**src/rtl/mem_access_unit.sv**
```systemverilog
// mem_access_unit: load/store sequencer between the CPU datapath and the data
// memory port. Stores are narrowed to byte/half lanes with byte enables; loads
// are extracted from the returned word and zero/sign-extended to 32 bits.
// Each access is a req/ack transaction aborted after ACK_TIMEOUT REQ cycles.
// Optional feature macro: MISALIGN_TRAP_EN (misaligned half/word accesses
// complete immediately with cpu_err instead of being truncated).
//
// Handshake: cpu_req is sampled only in IDLE; cpu_done is a one-cycle pulse
// qualified by cpu_err; mem_req with its address/enables/data is held stable
// from the cycle after acceptance until mem_ack is sampled high or the timeout
// expires; mem_ack (and mem_rdata) is only looked at while mem_req is high.
module mem_access_unit #(
  parameter int unsigned ACK_TIMEOUT = 16
) (
  input  logic        clk,
  input  logic        rst_n,
  input  logic        cpu_req,
  input  logic        cpu_we,
  input  logic [1:0]  cpu_size,
  input  logic        cpu_unsigned,
  input  logic [31:0] cpu_addr,
  input  logic [31:0] cpu_wdata,
  output logic [31:0] cpu_rdata,
  output logic        cpu_done,
  output logic        cpu_err,
  output logic        cpu_busy,
  output logic        mem_req,
  output logic        mem_we,
  output logic [31:0] mem_addr,
  output logic [3:0]  mem_be,
  output logic [31:0] mem_wdata,
  input  logic        mem_ack,
  input  logic [31:0] mem_rdata
);

  typedef enum logic [1:0] {S_IDLE = 2'd0, S_REQ = 2'd1, S_DONE = 2'd2} state_e;

  localparam logic [7:0] CNT_LAST = 8'(ACK_TIMEOUT - 1);

  state_e      state_q, state_d;
  logic [7:0]  cnt_q, cnt_d;
  logic        err_q, err_d;
  logic [31:0] rdata_q, rdata_d;
  logic        we_q, uns_q;
  logic [1:0]  size_q, off_q;
  logic [31:0] addr_q, wdata_q;
  logic [3:0]  be_q;
  logic        capture;

  logic [3:0]  be_n;
  logic [31:0] wd_n;
  logic        misalign_n;
  logic [7:0]  ld_b;
  logic [15:0] ld_h;
  logic [31:0] ld_ext;

  // Store lane narrowing and misalignment detection from the live request.
  always_comb begin
    be_n = 4'b1111;
    wd_n = 32'd0;
    if (cpu_we) begin
      case (cpu_size)
        2'b00: begin
          be_n = 4'b0001 << cpu_addr[1:0];
          wd_n = {4{cpu_wdata[7:0]}};
        end
        2'b01: begin
          be_n = cpu_addr[1] ? 4'b1100 : 4'b0011;
          wd_n = {2{cpu_wdata[15:0]}};
        end
        default: begin
          be_n = 4'b1111;
          wd_n = cpu_wdata;
        end
      endcase
    end
`ifdef MISALIGN_TRAP_EN
    misalign_n = ((cpu_size == 2'b01) && cpu_addr[0]) ||
                 (cpu_size[1] && (cpu_addr[1:0] != 2'b00));
`else
    misalign_n = 1'b0;
`endif
  end

  // Load lane extraction and extension using the latched access attributes.
  always_comb begin
    ld_b = mem_rdata[{off_q, 3'b000} +: 8];
    ld_h = off_q[1] ? mem_rdata[31:16] : mem_rdata[15:0];
    case (size_q)
      2'b00:   ld_ext = {{24{~uns_q & ld_b[7]}}, ld_b};
      2'b01:   ld_ext = {{16{~uns_q & ld_h[15]}}, ld_h};
      default: ld_ext = mem_rdata;
    endcase
  end

  // Next-state logic: accept in IDLE, wait for ack or timeout in REQ, pulse DONE.
  always_comb begin
    state_d = state_q;
    cnt_d   = cnt_q;
    err_d   = err_q;
    rdata_d = rdata_q;
    capture = 1'b0;
    case (state_q)
      S_IDLE: begin
        cnt_d = 8'd0;
        err_d = 1'b0;
        if (cpu_req) begin
          capture = 1'b1;
          if (misalign_n) begin
            state_d = S_DONE;
            err_d   = 1'b1;
          end else begin
            state_d = S_REQ;
          end
        end
      end
      S_REQ: begin
        if (mem_ack) begin
          state_d = S_DONE;
          err_d   = 1'b0;
          if (!we_q) rdata_d = ld_ext;
        end else if (cnt_q == CNT_LAST) begin
          state_d = S_DONE;
          err_d   = 1'b1;
        end else begin
          cnt_d = cnt_q + 8'd1;
        end
      end
      S_DONE: begin
        state_d = S_IDLE;
        cnt_d   = 8'd0;
        err_d   = 1'b0;
      end
      default: begin
        state_d = S_IDLE;
        cnt_d   = 8'd0;
        err_d   = 1'b0;
      end
    endcase
  end

  // FSM, timeout counter, error flag and load result registers.
  always_ff @(posedge clk or negedge rst_n) begin
    if (!rst_n) begin
      state_q <= S_IDLE;
      cnt_q   <= 8'd0;
      err_q   <= 1'b0;
      rdata_q <= 32'd0;
    end else begin
      state_q <= state_d;
      cnt_q   <= cnt_d;
      err_q   <= err_d;
      rdata_q <= rdata_d;
    end
  end

  // Access attributes and memory-side request fields, latched at acceptance.
  always_ff @(posedge clk or negedge rst_n) begin
    if (!rst_n) begin
      we_q    <= 1'b0;
      uns_q   <= 1'b0;
      size_q  <= 2'b00;
      off_q   <= 2'b00;
      addr_q  <= 32'd0;
      be_q    <= 4'b0000;
      wdata_q <= 32'd0;
    end else if (capture) begin
      we_q    <= cpu_we;
      uns_q   <= cpu_unsigned;
      size_q  <= cpu_size;
      off_q   <= cpu_addr[1:0];
      addr_q  <= {cpu_addr[31:2], 2'b00};
      be_q    <= be_n;
      wdata_q <= wd_n;
    end
  end

  assign mem_req   = (state_q == S_REQ);
  assign mem_we    = we_q;
  assign mem_addr  = addr_q;
  assign mem_be    = be_q;
  assign mem_wdata = wdata_q;
  assign cpu_done  = (state_q == S_DONE);
  assign cpu_err   = err_q;
  assign cpu_busy  = (state_q != S_IDLE);
  assign cpu_rdata = rdata_q;

endmodule

```
**config.mk**
```make
export PLATFORM = sky130hd
export DESIGN_NAME = mem_access_unit
export DESIGN_NICKNAME = d
export VERILOG_FILES = /design/src/rtl/mem_access_unit.sv
export SDC_FILE = /design/constraint.sdc
export NUM_CORES = 1
export LEC_CHECK = 0
export CORE_UTILIZATION = 44
export CTS_CLUSTER_DIAMETER = 30
export CTS_CLUSTER_SIZE = 30
export DETAILED_ROUTE_END_ITERATION = 6
export PLACE_DENSITY = 0.84
export SETUP_SLACK_MARGIN = 0.1
export SKIP_LAST_GASP = 1
export SLEW_MARGIN = 30
export SYNTH_ARGS = -nofsm -noshare
export SYNTH_HDL_FRONTEND = slang
export SYNTH_SLANG_ARGS = --single-unit
```
**constraint.sdc**
```tcl
create_clock -name clk -period 1.9 [get_ports clk]
set_clock_uncertainty 0.05 [all_clocks]
set_input_delay 0.285 -clock clk [delete_from_list [all_inputs] [get_ports clk]]
set_output_delay 0.285 -clock clk [all_outputs]
set_load 0.005 [all_outputs]
```
---- Yosys cells after proc, flatten, opt, wreduce, memory -nomap -nowiden ----
Cells that the tools add are included.
storage, ports and cells
  bits in registers ....................... 115
  output and inout bits ................... 105
  word-level logic and storage cells ...... 53
cells by class
  add/sub/neg operators ................... 1
  equality and inequality tests ........... 9
  shift-type cells ........................ 2
  multiplexer cells ....................... 19
  bitwise gates (word level) .............. 4
  reductions and logical operators ........ 7
operators with widths
  kind                                                                   count
  32-bit one-hot mux with 2 select lines                                 2
  32-bit two-way mux                                                     1
  32-bit by 6-bit indexed part select with 8-bit output                  1
  8-bit two-way mux                                                      3
  16-bit two-way mux                                                     1
  8-bit by 1-bit adder with 8-bit output, second input constant          1
  8-bit by 4-bit equality test with 1-bit output, second input constant  1
  4-bit two-way mux                                                      2
  4-bit one-hot mux with 2 select lines                                  1
  2-bit by 1-bit equality test with 1-bit output, second input constant  3
  2-bit zero test                                                        3
  2-bit two-way mux                                                      3
  2-bit != test, second input constant                                   3
  1-bit two-way mux                                                      5
  2-bit one-hot mux with 2 select lines                                  1
  2-bit AND reduction                                                    2
  1-bit by 2-bit left shift with 4-bit output, first input constant      1
  3-bit by 1-bit != test with 1-bit output, second input constant        1
  3-bit AND reduction                                                    1
  1-bit AND                                                              2
  2-bit equality test, second input constant                             1
  1-bit NOT                                                              2
  2-bit nonzero test                                                     1

---- Depth between registers and ports, before layout ----
  depth after elaboration ................. 4
  depth in mapped cells ................... 6

---- Worst setup path before layout ----
No wires, ideal clock.
  kind .................................... reg2reg
  start point ............................. register size_q[0]
  end point ............................... register rdata_q[6] (netlist: cpu_rdata[6])
  data arrival time ....................... 1.414 ns
  path slack .............................. 0.315 ns
  stages on the path, launching flop included .. 7
  clock period less this slack ............ 1.585 ns
  path through ............................ dfrtp_1 -> nand2b_1 -> buf_6 -> buf_6 -> mux2_4 -> a22o_1 -> o22a_1
between the ends
  word-level cells in the longest chain between the ends .. 2
  elaborated cells between the ends (all ways) .. 3
  those cells by class .................... eq/ne: 1; mux: 1; reduce/logical: 1
ends and longest elaborated chain
  what                                                                               line  RTL
  start, declared                                                                    45    logic [1:0] size_q, off_q;
  start signal, assigned                                                             170   size_q <= cpu_size;
  2-bit by 1-bit equality test with 1-bit output or 2-bit zero test (tied branches)  89    case (size_q)
  32-bit one-hot mux with 2 select lines *                                           89
  end signal, assigned                                                               153   rdata_q <= rdata_d;
  end, declared                                                                      43    logic [31:0] rdata_q, rdata_d;
Mark *: on every way between the ends. The rest lies on a longest branch, timed or not.
A chain may end at the register's enable or synchronous reset.

---- Worst setup path in the final report ----
  start point ............................. register state_q[1]
  end point ............................... output mem_req
between the ends
  word-level cells in the longest chain between the ends .. 1
ends and longest elaborated chain
  what                                            line  RTL
  start, declared                                 40    state_e state_q, state_d;
  start signal, assigned                          150   state_q <= state_d;
  2-bit by 1-bit equality test with 1-bit output  178   assign mem_req = (state_q == S_REQ);
  end, declared                                   27    output logic mem_req,
Every way passes these cells.

==> run_results.csv <==
group,metric,value,unit
placed_design,hpwlAfterDp,11600,um
logic_synthesis,synth-main-ff-cell,"dfrtp_1",
global_route,grt_max_degree,71,
status,failed_checks,"DRC",
placed_design,port_buffers,206,
drt,first_pass_iters,7,
critical_path,worst_setup_path_start_kind,"flop",
die,initial_core_util,45.8,%
global_route,grt_pass1_vias,5060,
final_layout,syn2layout_area_growth,56.8,%
die,ios,209,
final_layout,drive_gt1_share,10.7,%
placed_design,gp_congestion,0.913,
final_layout,nets,886,
clock_tree,cts_tree,"yes",
drt,via_count,5029,
logic_synthesis,syn_area_per_cell,9.38,um2
min_path,hold_class,"primary input to flop",
global_route,grt_pass1_wl,26000,um
final_layout,final_cells,937,
die,coreArea,0.0116,mm2
timing,rsz0062_at_grt,"no",
timing,fmax,0.574,GHz
critical_path,criticalPathCategory,"flop to output pin",
drt,drt-initial-drc-count,406,
power_and_ir_drop,fin_total_pwr,0.0116,W
timing,timing.final.crit_share,91.7,%
timing,min_period,1.74,ns
logic_synthesis,synth_edf_count,0,
clock_tree,clkTransAtPathRegs,0.06,ns
global_route,grt_antenna_before_repair,0,
logic_synthesis,syn_area,0.00530,mm2
drt,wl_per_cell,17.1,um
timing,setup_viol,0,
clock_tree,cts_root_buf,"clkbuf_16",
final_layout,design_area,0.00831,mm2
logic_synthesis,yosysSeqAreaShare,54.3,%
placed_design,numPlacedInstances,901,
placed_design,placed_area,0.00762,mm2
logic_synthesis,ys_ff_latch,115,
logic_synthesis,synth_cells,565,
run,drv_cap,0,
timing,hold_viol,0,
critical_path,critPathCaptureType,"output pin",
global_route,overflow,0,
final_layout,fill_cells,827,
clock_tree,clk_latency,0.40,ns
power_and_ir_drop,ir_drop,0.000690,V
clock_tree,htreeDepth,4,
drt,final_antenna_net_count,0,
die,fp.dieH,112,um
timing,worst_slack,0.157,ns
clock_tree,cts.sinks,115,
clock_tree,clk_path_buf_depth,2,
drt,drc,16,
logic_synthesis,netlist_top_cells_area,"dfrtp_1 54%, nand2_1 12%, nand3_1 4.2%",
drt,drt-total-wl,16100,um
logic_synthesis,synth_largest_area_cell,"dfrtp_1",
status,outcome,"finished, violations left",
critical_path,critPathRequiredTime,1.56,ns
global_route,grt.total_usage,26.9,%
logic_synthesis,yosysWarningCount,0,
logic_synthesis,synth_top_area_share,54.3,%
timing,final_max_slew_viol_count,0,
die,dieWidth,112,um
critical_path,worstPathArrival,1.41,ns
final_layout,antennaDiodeCount,0,
critical_path,path_max_fanout,7,
die,row_count,39,
clock_tree,cts_inserted_buffers,17,
timing,tns,0,ns
die,fp.dieArea,0.0125,mm2
placed_design,dp_slack,-0.0462,ns
logic_synthesis,synthDistinctLibCells,44,
drt,via_per_inst,5.37,
power_and_ir_drop,leakagePower,3.78,nW
logic_synthesis,ys_async_sr_fraction,100,%
power_and_ir_drop,pwr_density_cell,1390,mW/mm2
==> routing by layer <==
layer | track usage [%] | vias up | share of wire [%]
met1 | 32.4 | 2419 | 39
met5 | 0 | - | 0
met4 | 8.47 | 0 | 1.1
li1 | - | 2357 | -
met3 | 9.53 | 14 | 10
met2 | 45.1 | 239 | 49
==> sequential cells by signal (all words and copies together), names as in the netlist <==
name       count
cnt_q          8
off_q          2
size_q         2
mem_be         4
cpu_err        1
mem_wdata     32
cpu_rdata     32
state_q        2
mem_addr      30
mem_we         1
uns_q          1
==> path summary, 6_finish.rpt <==
check	from	end	slack, ns	cells past startpoint
min in group asynchronous	rst_n	mem_addr[16]	0.37	3
worst max register to register	state_q[1]	cpu_rdata[23]	0.20	5
worst min register to register	mem_addr[5]	mem_addr[5]	0.42	2
max in group asynchronous	rst_n	state_q[0]	1.04	3
worst max-delay path	state_q[1]	mem_req	0.16	4
worst min-delay path	cpu_addr[21]	mem_addr[21]	0.36	3
==> critical path, stage by stage, from the launching register on <==
cell	delay [ns]
dfrtp_1	0.37
nand2b_4	0.17
buf_6	0.14
inv_1	0.08
dlygate4sd2_1	0.25
==> what timing repair did <==
action | in CTS | in global routing
buffers inserted | 1 | 2
endpoints found under the hold margin | 115 | 0
endpoints found under the setup margin | 10 | 10
hold buffers | 1 | 0
resized for setup | 5 | 5
==> final cells by class <==
class	instances	area, um2	area share (%)
Sequential cell	115	2880	34.7
Timing Repair Buffer	236	2350	28.3
Multi-Input combinational cell	406	2240	27.0
Clock buffer	19	453	5.45
Clock inverter	13	181	2.18
Tap cell	143	179	2.15
Inverter	5	18.8	0.226
==> through the flow <==
stage / utilization [%] / hold slack (ns)
after global placement: 65.9 / 0.248
after detailed placement: 65.9 / 0.252
after global routing: 71.8 / 0.359
after CTS: 71.6 / 0.340
after floorplan: - / -0.0606
final: 71.8 / 0.355
==> where the power goes <==
part           internal, W  total [W]  switching (W)
sequential         0.00334    0.00392       0.000579
clock              0.00226    0.00338        0.00113
combinational      0.00249    0.00427        0.00178
total              0.00809     0.0116        0.00349
==> placed cells by master, fill, tap and decap left out, types with 2 or more instances in the layout <==
master	synthesis	layout
clkdlybuf4s50_1	0	202
nand2_1	163	162
dfrtp_1	115	114
nand3_1	45	45
o21ai_0	43	43
buf_4	3	24
nor2_1	24	23
mux2i_1	21	21
nor2b_1	18	18
clkbuf_16	0	17
mux2_2	14	14
a21oi_1	13	13
o221ai_1	7	7
a22o_1	7	7
a22oi_1	7	7
o22a_1	7	7
inv_1	5	5
clkinvlp_4	0	5
buf_12	0	5
bufinv_16	0	4
xor2_1	3	3
and3_1	3	3
clkinv_2	0	3
and4b_1	2	2
xnor2_1	2	2
nor3_1	2	2
a211oi_1	2	2
nor3b_1	3	2
conb_1	1	2
clkbuf_8	0	2
dlygate4sd2_1	0	2
==> synth_stat cells (2+ instances only) <==
cell and count:
mux2_2 14, buf_6 3, o221ai_1 7, dfrtp_1 115, nand2b_1 2, and4b_1 2
a22oi_1 7, and3_1 3, mux2i_1 21, a22o_1 7, a21oi_1 13, o21ai_0 43
buf_4 3, a211oi_1 2, xor2_1 3, nor3_1 2, nor2_1 24, inv_1 5
clkbuf_1 21, nor3b_1 3, o22a_1 7, nand2_1 163, buf_1 4, nand3_1 45
xnor2_1 2, nor2b_1 18, buf_2 9
==> logic make-up after synthesis <==
logic type,synth area share [%]
mux,7.22
xor+xnor,0.826
simple gates,22.5
compound gates,10.8
fa+ha+maj,0.236
other cells,0.0708
flops,54.3
buf+inv,4.04
(Power assumes the default switching activity.)
